[src/rtl/rtlmem_arb.sv]
// rtlmem_arb: round-robin arbiter sharing one block-RAM port, with read tagging and RAM-clear sequencing
module rtlmem_arb #(
  parameter int G_NREQ  = 4,
  parameter int G_ADDR  = 10,
  parameter int G_WIDTH = 16,
  parameter int G_LAT   = 3
) (
  input  logic                        clk,
  input  logic                        rst_n,
  input  logic                        clren,
  output logic                        clrrdy,
  input  logic [G_NREQ-1:0]           req_re,
  input  logic [G_NREQ-1:0]           req_we,
  input  logic [G_NREQ*G_ADDR-1:0]    req_ad,
  input  logic [G_NREQ*G_WIDTH-1:0]   req_di,
  output logic [G_NREQ-1:0]           req_gnt,
  output logic [G_NREQ-1:0]           rsp_vld,
  output logic [G_WIDTH-1:0]          rsp_do,
  output logic [G_ADDR-1:0]           memad,
  output logic                        memwe,
  output logic [G_WIDTH-1:0]          memdi,
  output logic                        memre,
  input  logic [G_WIDTH-1:0]          memdo,
  output logic                        mem_clren,
  input  logic                        mem_clrrdy
);
  localparam int IW = $clog2(G_NREQ);
  typedef enum logic [1:0] {RUN, DRAIN, CLR, WAIT} state_t;
  state_t state, state_nx;
  logic [IW-1:0] ptr, ptr_nx, gnt_id;
  logic [G_NREQ-1:0] active;
  logic gnt_vld, gnt_wr, wait_first;
  logic [G_LAT:0] tag_vld;
  logic [IW-1:0] tag_id [G_LAT+1];
  // grants only in RUN, never in the cycle a clear is requested, and never while reset is held
  assign active  = (req_re | req_we) & {G_NREQ{rst_n && state == RUN && !clren}};
  assign gnt_wr  = gnt_vld & req_we[gnt_id];
  assign req_gnt = gnt_vld ? G_NREQ'(1) << gnt_id : '0;
  assign ptr_nx  = gnt_vld ? (gnt_id == IW'(G_NREQ - 1) ? '0 : gnt_id + 1'b1) : ptr;
  assign clrrdy  = state == RUN;
  assign rsp_vld = tag_vld[G_LAT] ? G_NREQ'(1) << tag_id[G_LAT] : '0;
  assign rsp_do  = |tag_vld ? memdo : '0;
  // round-robin pick: scan downward from the far end so the requester nearest ptr wins
  always_comb begin
    gnt_vld = 1'b0;
    gnt_id = '0;
    for (int k = G_NREQ - 1; k >= 0; k--)
      if (active[(int'(ptr) + k) % G_NREQ]) begin
        gnt_vld = 1'b1;
        gnt_id = IW'((int'(ptr) + k) % G_NREQ);
      end
  end
  // clear sequencer: drain outstanding reads before handing the RAM to its clear engine
  always_comb begin
    state_nx = state;
    case (state)
      RUN:     if (clren) state_nx = DRAIN;
      DRAIN:   if (!(|tag_vld)) state_nx = CLR;
      CLR:     state_nx = WAIT;
      WAIT:    if (!wait_first && mem_clrrdy) state_nx = RUN;
      default: state_nx = RUN;
    endcase
  end
  // registered memory port, tag pipeline aligned with the RAM read latency, and FSM state
  always_ff @(posedge clk or negedge rst_n)
    if (!rst_n) begin
      state <= RUN;
      ptr <= '0;
      wait_first <= 1'b0;
      mem_clren <= 1'b0;
      memwe <= 1'b0;
      memre <= 1'b0;
      memad <= '0;
      memdi <= '0;
      tag_vld <= '0;
      for (int s = 0; s <= G_LAT; s++) tag_id[s] <= '0;
    end else begin
      state <= state_nx;
      ptr <= ptr_nx;
      wait_first <= state == CLR;
      mem_clren <= state_nx == CLR;
      memwe <= gnt_wr;
      memre <= gnt_vld & ~gnt_wr;
      if (gnt_vld) begin
        memad <= req_ad[int'(gnt_id) * G_ADDR +: G_ADDR];
        memdi <= req_di[int'(gnt_id) * G_WIDTH +: G_WIDTH];
      end
      tag_vld <= {tag_vld[G_LAT-1:0], gnt_vld & ~gnt_wr};
      tag_id[0] <= gnt_id;
      for (int s = 1; s <= G_LAT; s++) tag_id[s] <= tag_id[s-1];
    end
endmodule

[config.mk]
export PLATFORM = sky130hd
export DESIGN_NAME = rtlmem_arb
export DESIGN_NICKNAME = d
export VERILOG_FILES = /design/src/rtl/rtlmem_arb.sv
export SDC_FILE = /design/constraint.sdc
export NUM_CORES = 1
export LEC_CHECK = 0
export BUFFER_PORTS_ARGS = -buffer_cell sky130_fd_sc_hd__buf_2
export CAP_MARGIN = 40
export CORE_MARGIN = 2
export CORE_UTILIZATION = 43
export CTS_BUF_LIST = sky130_fd_sc_hd__clkbuf_8
export DETAILED_ROUTE_END_ITERATION = 7
export PLACE_DENSITY = 0.82
export SYNTH_ARGS = -nofsm -noshare
export SYNTH_HDL_FRONTEND = slang
export SYNTH_SLANG_ARGS = --single-unit
[constraint.sdc]
create_clock -name clk -period 3.49 [get_ports clk]
set_clock_uncertainty 0.15 [all_clocks]
set_input_delay 0.5235 -clock clk [delete_from_list [all_inputs] [get_ports clk]]
set_output_delay 0.5235 -clock clk [all_outputs]
set_load 0.05 [all_outputs]
==> PnR_summary.wiki, run 1 <==
{| class="wikitable"
! Metric !! Value
|-
| Total standard cell area after synthesis || between 0.002 and 0.003 mm^2
|-
| Proportion of register bits with asynchronous set or reset after synthesis || 100%
|-
| Clock tree buffer depth || 2
|-
| Max H-tree Level || 2
|-
| Syn avg cell area || around 10 um^2
|-
| Most used cells in the layout excluding fill and tap cells || sky130_fd_sc_hd__buf_2 (185), sky130_fd_sc_hd__dfrtp_1 (45), sky130_fd_sc_hd__nor2_1 (34), sky130_fd_sc_hd__nand2_1 (27), sky130_fd_sc_hd__mux2i_1 (27)
|-
| FMAX || 325 MHz
|-
| Filler cell count || 558
|-
| Initial drt markers || 52
|-
| Wire length of the first global-routing pass || around 12000 um
|-
| Minimum period implied by the final worst setup slack || 3.07 ns
|-
| Area enclosed by the die boundary || 0.00712 mm^2
|-
| Height of the die || 84.4 um
|-
| Total power density per cell area || roughly 690 mW/mm^2
|-
| Ranking of synthesized cells by area || sky130_fd_sc_hd__dfrtp_1 (41%), sky130_fd_sc_hd__a221oi_2 (9.7%), sky130_fd_sc_hd__mux2i_1 (9.7%)
|-
| Worst Path Required || 2.82 ns
|-
| Count of buffers inserted at the top-level ports || 185
|-
| Share of layout cells above drive strength 1 || 55.1%
|-
| Prevailing post-synth register cell || sky130_fd_sc_hd__dfrtp_1
|-
| Remaining Overflow, GRT || 0
|-
| Weighted congestion reported at the end of routability-driven placement || approximately 0.83
|-
| Layout overhead on the synthesized area || 39.2%
|-
| Post-synthesis cell count || 268
|-
| Number of warnings issued by yosys || 0
|-
| Number of global-route vias before repair || ~2700
|-
| Total inserted antenna cells || 0
|-
| Number of max-slew violations in the final report || 0
|-
| DRC errors left || 0
|-
| Starting density of the core || about 44%
|-
| Total length of routed wires || 7360 um
|-
| Detailed-router iteration count before antenna repair || 4
|-
| CTS root buf || sky130_fd_sc_hd__clkbuf_8
|-
| Synthesis-stage register bit count || 45
|-
| Final hold slack || 0.185 ns
|-
| Final design instance area without fill || 0.00387 mm^2
|-
| RSZ-0062 raised after global routing || no
|-
| Final Hold Viols || 0
|-
| Number of sinks driven by the clock tree || 45
|-
| Final worst path period share || 88.1%
|-
| Antenna violations before repair || 0
|-
| Via count || between 2000 and 3000
|-
| Routed len/inst || between 10 and 15 um
|-
| Post-synthesis sequential area ratio || 40.5%
|-
| Maximum resistive drop on vdd || 0.000570 V
|-
| Sum of negative setup slack || 0 ns
|-
| Startpoint class of the critical path || flop
|-
| TritonCTS clock tree || done
|-
| Relative slew slack || 42.2%
|-
| Cell count after placement || 521
|-
| Vias per std cell || 5.14
|-
| Clock input transition at the sequential cells of the worst setup and hold paths || 0.09 ns
|-
| Net count of the mapped netlist || 404
|-
| Number of top-level pins || 186
|-
| Largest net degree at the start of global routing || 52
|-
| Critical Setup Path Class || flop to output pin
|-
| Total setup violations reported at the end of the flow || 0
|-
| Hold_buf cts || 0
|-
| Final layout net count || 589
|-
| Share of the synthesized area in the top cell type || between 40% and 50%
|-
| Most common library cell in the layout ignoring fill and taps || sky130_fd_sc_hd__buf_2
|-
| CTS Buf Count || 5
|-
| Largest area contributor in the netlist || sky130_fd_sc_hd__dfrtp_1
|-
| Critical path endpoint category || output pin
|-
| Standby leakage power || 2.20 nW
|-
| Die boundary width || 84.4 um
|-
| Number of enable-type register cells in the synthesized netlist || 0
|-
| Run status || completed
|-
| Clock latency on the worst-skew pair || around 0.3 ns
|-
| Crit path arrival time || 2.40 ns
|-
| Transition at the pin with the smallest max-transition slack || roughly 0.85 ns
|-
| Number of violations of the max-capacitance limit || 0
|-
| Floorplan core area || 0.00631 mm^2
|-
| Final cell count without fillers || 531
|-
| Max FO, Critical Path || 14
|-
| Area post-placement || 0.00376 mm^2
|-
| Total routing usage reported by global routing || 20.1%
|-
| HPWL after DPL || 5710 um
|-
| Number of standard-cell rows in the floorplan || 29
|-
| Worst min path class || input port to asynchronous set/reset pin
|-
| Worst-case reg-to-reg path depth || 7
|-
| Synth cell types || 44
|-
| Number of routed nets with antenna violations || 0
|}
==> sequential cells by signal, indices dropped and copies added (netlist names) <==
signal / flops
state: 2
wait_first: 1
tag_vld: 4
memdi: 16
ptr: 2
memad: 10
memwe: 1
tag_id: 8
mem_clren: 1
==> layer usage <==
| layer | GRT usage, % | share of wire (%) | up-vias |
|---|---|---|---|
| met5 | 0 | 0 | - |
| met4 | 5.92 | 0.62 | 0 |
| met3 | 4.62 | 7.1 | 4 |
| met2 | 37.4 | 53 | 112 |
| met1 | 22.7 | 39 | 1275 |
| li1 | - | - | 1340 |
==> worst max-delay path, stage by stage (launching register included) <==
cell                      delay [ns]
sky130_fd_sc_hd__dfrtp_1        0.46
sky130_fd_sc_hd__nor4b_4        0.37
sky130_fd_sc_hd__o21a_1         0.22
sky130_fd_sc_hd__and3_2         0.41
sky130_fd_sc_hd__inv_2          0.09
sky130_fd_sc_hd__ha_1           0.20
sky130_fd_sc_hd__and2_1         0.13
sky130_fd_sc_hd__buf_2          0.21
==> final timing paths <==
path | from | endpoint | slack [ns]
min in group clk | tag_id[7] | tag_id[5] | 0.20
worst min-delay path | rst_n | memdi[6] | 0.18
max in group asynchronous | rst_n | memdi[5] | 2.62
worst min register to register | tag_id[7] | tag_id[5] | 0.20
worst max register to register | ptr[1] | memwe | 0.76
worst max-delay path | state[1] | req_gnt[2] | 0.42
==> where the power goes <==
group | switching, mW | internal, mW | total, mW | leakage [nW]
Combinational | 1.07 | 0.437 | 1.51 | 1.61
Clock | 0.184 | 0.145 | 0.329 | 0.0447
Sequential | 0.127 | 0.714 | 0.841 | 0.549
==> cell families (layout without fill, tap and decap cells) <==
family / after synthesis / count (layout) / synth area share (%)
mux: 28 / 28 / 10.1
buf+inv: 23 / 209 / 5.63
compound gates: 73 / 73 / 25.3
flops: 45 / 45 / 40.5
simple gates: 95 / 95 / 16.6
fa+ha+maj: 4 / 4 / 1.80
==> through the flow <==
| step | setup slack (ns) | power, mW | util, % |
|---|---|---|---|
| after floorplan | 0.504 | 1.98 | - |
| after global placement | 0.430 | 2.34 | 59.1 |
| after detailed placement | 0.327 | 2.37 | 59.6 |
| after CTS | 0.188 | 2.71 | 61.0 |
| after global routing | 0.279 | 2.84 | 61.3 |
| final | 0.416 | 2.68 | 61.3 |
==> Yosys cell counts (2+ instances only) <==
cell	count
sky130_fd_sc_hd__clkbuf_1	4
sky130_fd_sc_hd__inv_2	2
sky130_fd_sc_hd__a31oi_1	2
sky130_fd_sc_hd__nor2b_1	17
sky130_fd_sc_hd__a21oi_1	6
sky130_fd_sc_hd__and3_1	3
sky130_fd_sc_hd__o21ai_0	7
sky130_fd_sc_hd__a211oi_1	4
sky130_fd_sc_hd__dfrtp_1	45
sky130_fd_sc_hd__a221oi_2	18
sky130_fd_sc_hd__and2_1	4
sky130_fd_sc_hd__nor2_1	34
sky130_fd_sc_hd__buf_2	4
sky130_fd_sc_hd__inv_1	4
sky130_fd_sc_hd__a221oi_1	6
sky130_fd_sc_hd__o21bai_1	2
sky130_fd_sc_hd__mux2i_1	27
sky130_fd_sc_hd__a21oi_2	17
sky130_fd_sc_hd__nand2_1	27
sky130_fd_sc_hd__ha_1	4
sky130_fd_sc_hd__a211o_1	2
sky130_fd_sc_hd__or2_2	2
sky130_fd_sc_hd__buf_4	4
sky130_fd_sc_hd__buf_6	3
==> area by class of cell <==
| cell class | instances | area [um^2] | area share, % |
|---|---|---|---|
| Clock buffer | 5 | 68.8 | 1.78 |
| Clock inverter | 3 | 25.0 | 0.647 |
| Inverter | 6 | 22.5 | 0.582 |
| Multi-Input combinational cell | 200 | 1510 | 39.0 |
| Sequential cell | 45 | 1130 | 29.1 |
| Tap cell | 77 | 96.3 | 2.49 |
| Timing Repair Buffer | 195 | 1020 | 26.4 |
==> timing repair <==
| action | 4_1_cts | 5_1_grt |
|---|---|---|
| resized for setup | 0 | 0 |
| buffers inserted | 0 | 2 |
| endpoints found under the setup margin | 0 | 2 |
No activity file was read; power rests on OpenSTA's default activity.
==> run 2: changes to the inputs <==
Settings changed: CORE_UTILIZATION 43 to 42, CTS_BUF_LIST sky130_fd_sc_hd__clkbuf_8 to sky130_fd_sc_hd__clkbuf_16, PLACE_DENSITY 0.82 to 0.81.
==> PnR_summary.wiki, run 2 (synthesis gave the netlist of run 1 again) <==
{| class="wikitable"
! Metric !! Value
|-
| Startpoint class of the critical path || flop
|-
| Critical path endpoint category || output pin
|-
| Maximum resistive drop on vdd || 0.000601 V (+5.5%)
|-
| Max H-tree Level || 2 (unchanged)
|-
| Clock tree buffer depth || 2 (unchanged)
|-
| Family with the most delay on the worst path || simple AND/OR/NAND/NOR gates
|-
| Hold path startpoint || tag_id[5]
|-
| Count of buffers inserted at the top-level ports || 185 (unchanged)
|-
| Delay of the slowest cell on the worst path || 0.46 ns (about the same)
|-
| Area enclosed by the die boundary || 0.00728 mm^2 (+2.3%)
|-
| Resized cells post-CTS || 0 (unchanged)
|-
| Critical Setup Path Class || flop to output pin
|-
| Minimum period implied by the final worst setup slack || 3.20 ns (+0.122 ns)
|-
| Relative slew slack || 36.4% (-5.8 points)
|-
| Most common library cell in the layout ignoring fill and taps || sky130_fd_sc_hd__buf_2
|-
| Worst Path Required || 2.82 ns (about the same)
|-
| Total power density per cell area || 724 mW/mm^2 (+4.4%)
|-
| Clock latency on the worst-skew pair || 0.28 ns (-0.02 ns)
|-
| Detailed-router iteration count before antenna repair || 5 (+1)
|-
| Cell Chain, Critical Path || nor4b_4 > o311ai_1 > nor2_4 > inv_2 > ha_1 > and2_1 > buf_2
|-
| Switching portion of total power || 49.8% (-1.8 points)
|-
| Setup slack of the most critical reg-to-reg path || 0.87 ns (+0.11 ns)
|-
| Starting density of the core || 43.5% (-0.50 points)
|-
| Hold Path End || tag_id[3]
|-
| Run status || completed
|-
| Setup crit start || state[1]
|-
| Clock input transition at the sequential cells of the worst setup and hold paths || 0.06 ns (-0.03 ns)
|-
| CTS root buf || sky130_fd_sc_hd__clkbuf_16
|-
| Top flop regs || memdi: 16 flops, memad: 10 flops, tag_id: 8 flops
|-
| Total routing usage reported by global routing || 20.3% (+0.28 points)
|-
| CTS Buf Count || 5 (unchanged)
|-
| Number of standard-cell rows in the floorplan || 29 (unchanged)
|-
| Number of violations of the max-capacitance limit || 0 (unchanged)
|-
| Final worst path period share || 91.6% (+3.5 points)
|-
| Total length of routed wires || 7930 um (+7.8%)
|-
| Part of the total power dissipated in sequential elements || 29.9% (-1.5 points)
|-
| Number of flip-flops in the largest register || 16 (unchanged)
|-
| Crit path arrival time || 2.52 ns (+0.12 ns)
|-
| Remaining Overflow, GRT || 0 (unchanged)
|-
| Height of the die || 85.3 um (+1.1%)
|-
| Via count || 2751 (+0.73%)
|-
| Hold_buf cts || 0 (unchanged)
|-
| HPWL after DPL || 6090 um (+6.6%)
|-
| Number of global-route vias before repair || 2566 (-4.6%)
|-
| Register with the most flip-flops || memdi
|-
| Transition at the pin with the smallest max-transition slack || 0.939 ns (+0.0854 ns)
|-
| Total setup violations reported at the end of the flow || 0 (unchanged)
|-
| Antenna violations before repair || 0 (unchanged)
|-
| Number of sinks driven by the clock tree || 45 (unchanged)
|-
| Vias per std cell || 5.20 (+1.1%)
|-
| Die boundary width || 85.3 um (+1.1%)
|-
| TritonCTS clock tree || done
|-
| Sum of negative setup slack || 0 ns (unchanged)
|-
| DRC errors left || 0 (unchanged)
|-
| Most used cells in the layout excluding fill and tap cells || sky130_fd_sc_hd__buf_2 (185), sky130_fd_sc_hd__dfrtp_1 (45), sky130_fd_sc_hd__nor2_1 (34), sky130_fd_sc_hd__nand2_1 (27), sky130_fd_sc_hd__mux2i_1 (27)
|-
| Wire length of the first global-routing pass || 12000 um (+2.0%)
|-
| Worst R2R End || memdi[7]
|-
| Highest-delay cell along the critical path || sky130_fd_sc_hd__dfrtp_1
|-
| Largest net degree at the start of global routing || 51 (-1.9%)
|-
| Relative contribution of combinational cells to total power || 53.8% (-2.6 points)
|-
| FMAX || 313 MHz (-3.8%)
|-
| Internal power component || 1.42 mW (+9.5%)
|-
| Filler cell count || 547 (-2.0%)
|-
| Share of total power in the clock network || 16.2% (+3.9 points)
|-
| Worst min path class || flop to flop
|-
| Share of layout cells above drive strength 1 || 54.9% (-0.20 points)
|-
| RSZ-0062 raised after global routing || no
|-
| Number of max-slew violations in the final report || 0 (unchanged)
|-
| Number of top-level pins || 186 (unchanged)
|-
| Total inserted antenna cells || 0 (unchanged)
|-
| Final layout net count || 587 (-0.34%)
|-
| Setup Fix Bufs, Post-CTS || 0 (unchanged)
|-
| Final Hold Viols || 0 (unchanged)
|-
| Initial drt markers || 73 (+40%)
|-
| Layout overhead on the synthesized area || 40.6%
|-
| NetSw || 1.41 mW (+1.7%)
|-
| Floorplan core area || 0.00639 mm^2 (+1.1%)
|-
| Max FO, Critical Path || 12 (-2)
|-
| Weighted congestion reported at the end of routability-driven placement || 0.784 (-5.2%)
|-
| Buf+Inv Stages, Crit Path || 2 (unchanged)
|-
| Number of routed nets with antenna violations || 0 (unchanged)
|-
| Launching point of the worst reg2reg path || ptr[1]
|-
| Standby leakage power || 2.22 nW (+0.72%)
|-
| Number of stages on the worst hold path || 0
|-
| Routed len/inst || 15.0 um (+8.2%)
|-
| Worst-case reg-to-reg path depth || 7 (unchanged)
|-
| Fraction of the core area covered by cells at the end of the flow || 61.2% (-0.11 points)
|}
[run 2: changes by cell type in the layout (fill, tap and decap cells not counted)]
cell	before	now
sky130_fd_sc_hd__clkbuf_16	0	5
sky130_fd_sc_hd__clkinv_4	1	0
sky130_fd_sc_hd__clkbuf_8	5	0
sky130_fd_sc_hd__buf_4	9	7
sky130_fd_sc_hd__clkinv_2	0	1
[run 2: layer usage]
layer | vias to the layer above | GRT usage (%) | part of all wire (%)
li1 | 1343 | - | -
met1 | 1277 | 24.5 | 41
met2 | 119 | 36.6 | 51
met3 | 12 | 3.99 | 5.6
met4 | 0 | 5.92 | 1.9
met5 | - | 0 | 0
[run 2: worst max path at each step]
| stage | to | cells past startpoint | slack, ns |
|---|---|---|---|
| after floorplan | req_gnt[2] | 6 | 0.50 |
| after global placement | req_gnt[1] | 8 | 0.53 |
| after detailed placement | req_gnt[0] | 8 | 0.40 |
| after CTS | req_gnt[0] | 7 | 0.28 |
| after global routing | req_gnt[0] | 7 | 0.14 |
| final | req_gnt[0] | 7 | 0.29 |
[run 2: through the flow]
stage	std cells	power, mW	instance area, um^2	hold WS [ns]	setup slack [ns]
final	529	2.83	3910	0.195	0.295
after CTS	529	2.85	3910	0.201	0.278
after global routing	529	2.98	3910	0.207	0.144
after detailed placement	521	2.38	3760	0.186	0.402
after floorplan	268	1.98	2780	0.0779	0.504
after global placement	520	2.34	3730	0.181	0.530
[run 2: area by class of cell]
| class | count | area (um^2) | area share [%] |
|---|---|---|---|
| sequential | 45 | 1130 | 28.8 |
| clock inverter | 3 | 21.3 | 0.545 |
| inverter | 6 | 22.5 | 0.577 |
| tap | 77 | 96.3 | 2.47 |
| timing repair buffer | 193 | 1010 | 25.8 |
| multi-input combinational | 200 | 1510 | 38.6 |
| clock buffer | 5 | 125 | 3.20 |
[run 2: power groups by stage]
stage | logic, mW | clock network, mW | registers, mW
global placement | 1.49 | 0 | 0.845
detailed placement | 1.54 | 0 | 0.847
CTS | 1.53 | 0.477 | 0.845
floorplan | 0.579 | 0 | 1.40
global route | 1.60 | 0.499 | 0.872
finish | 1.52 | 0.459 | 0.845
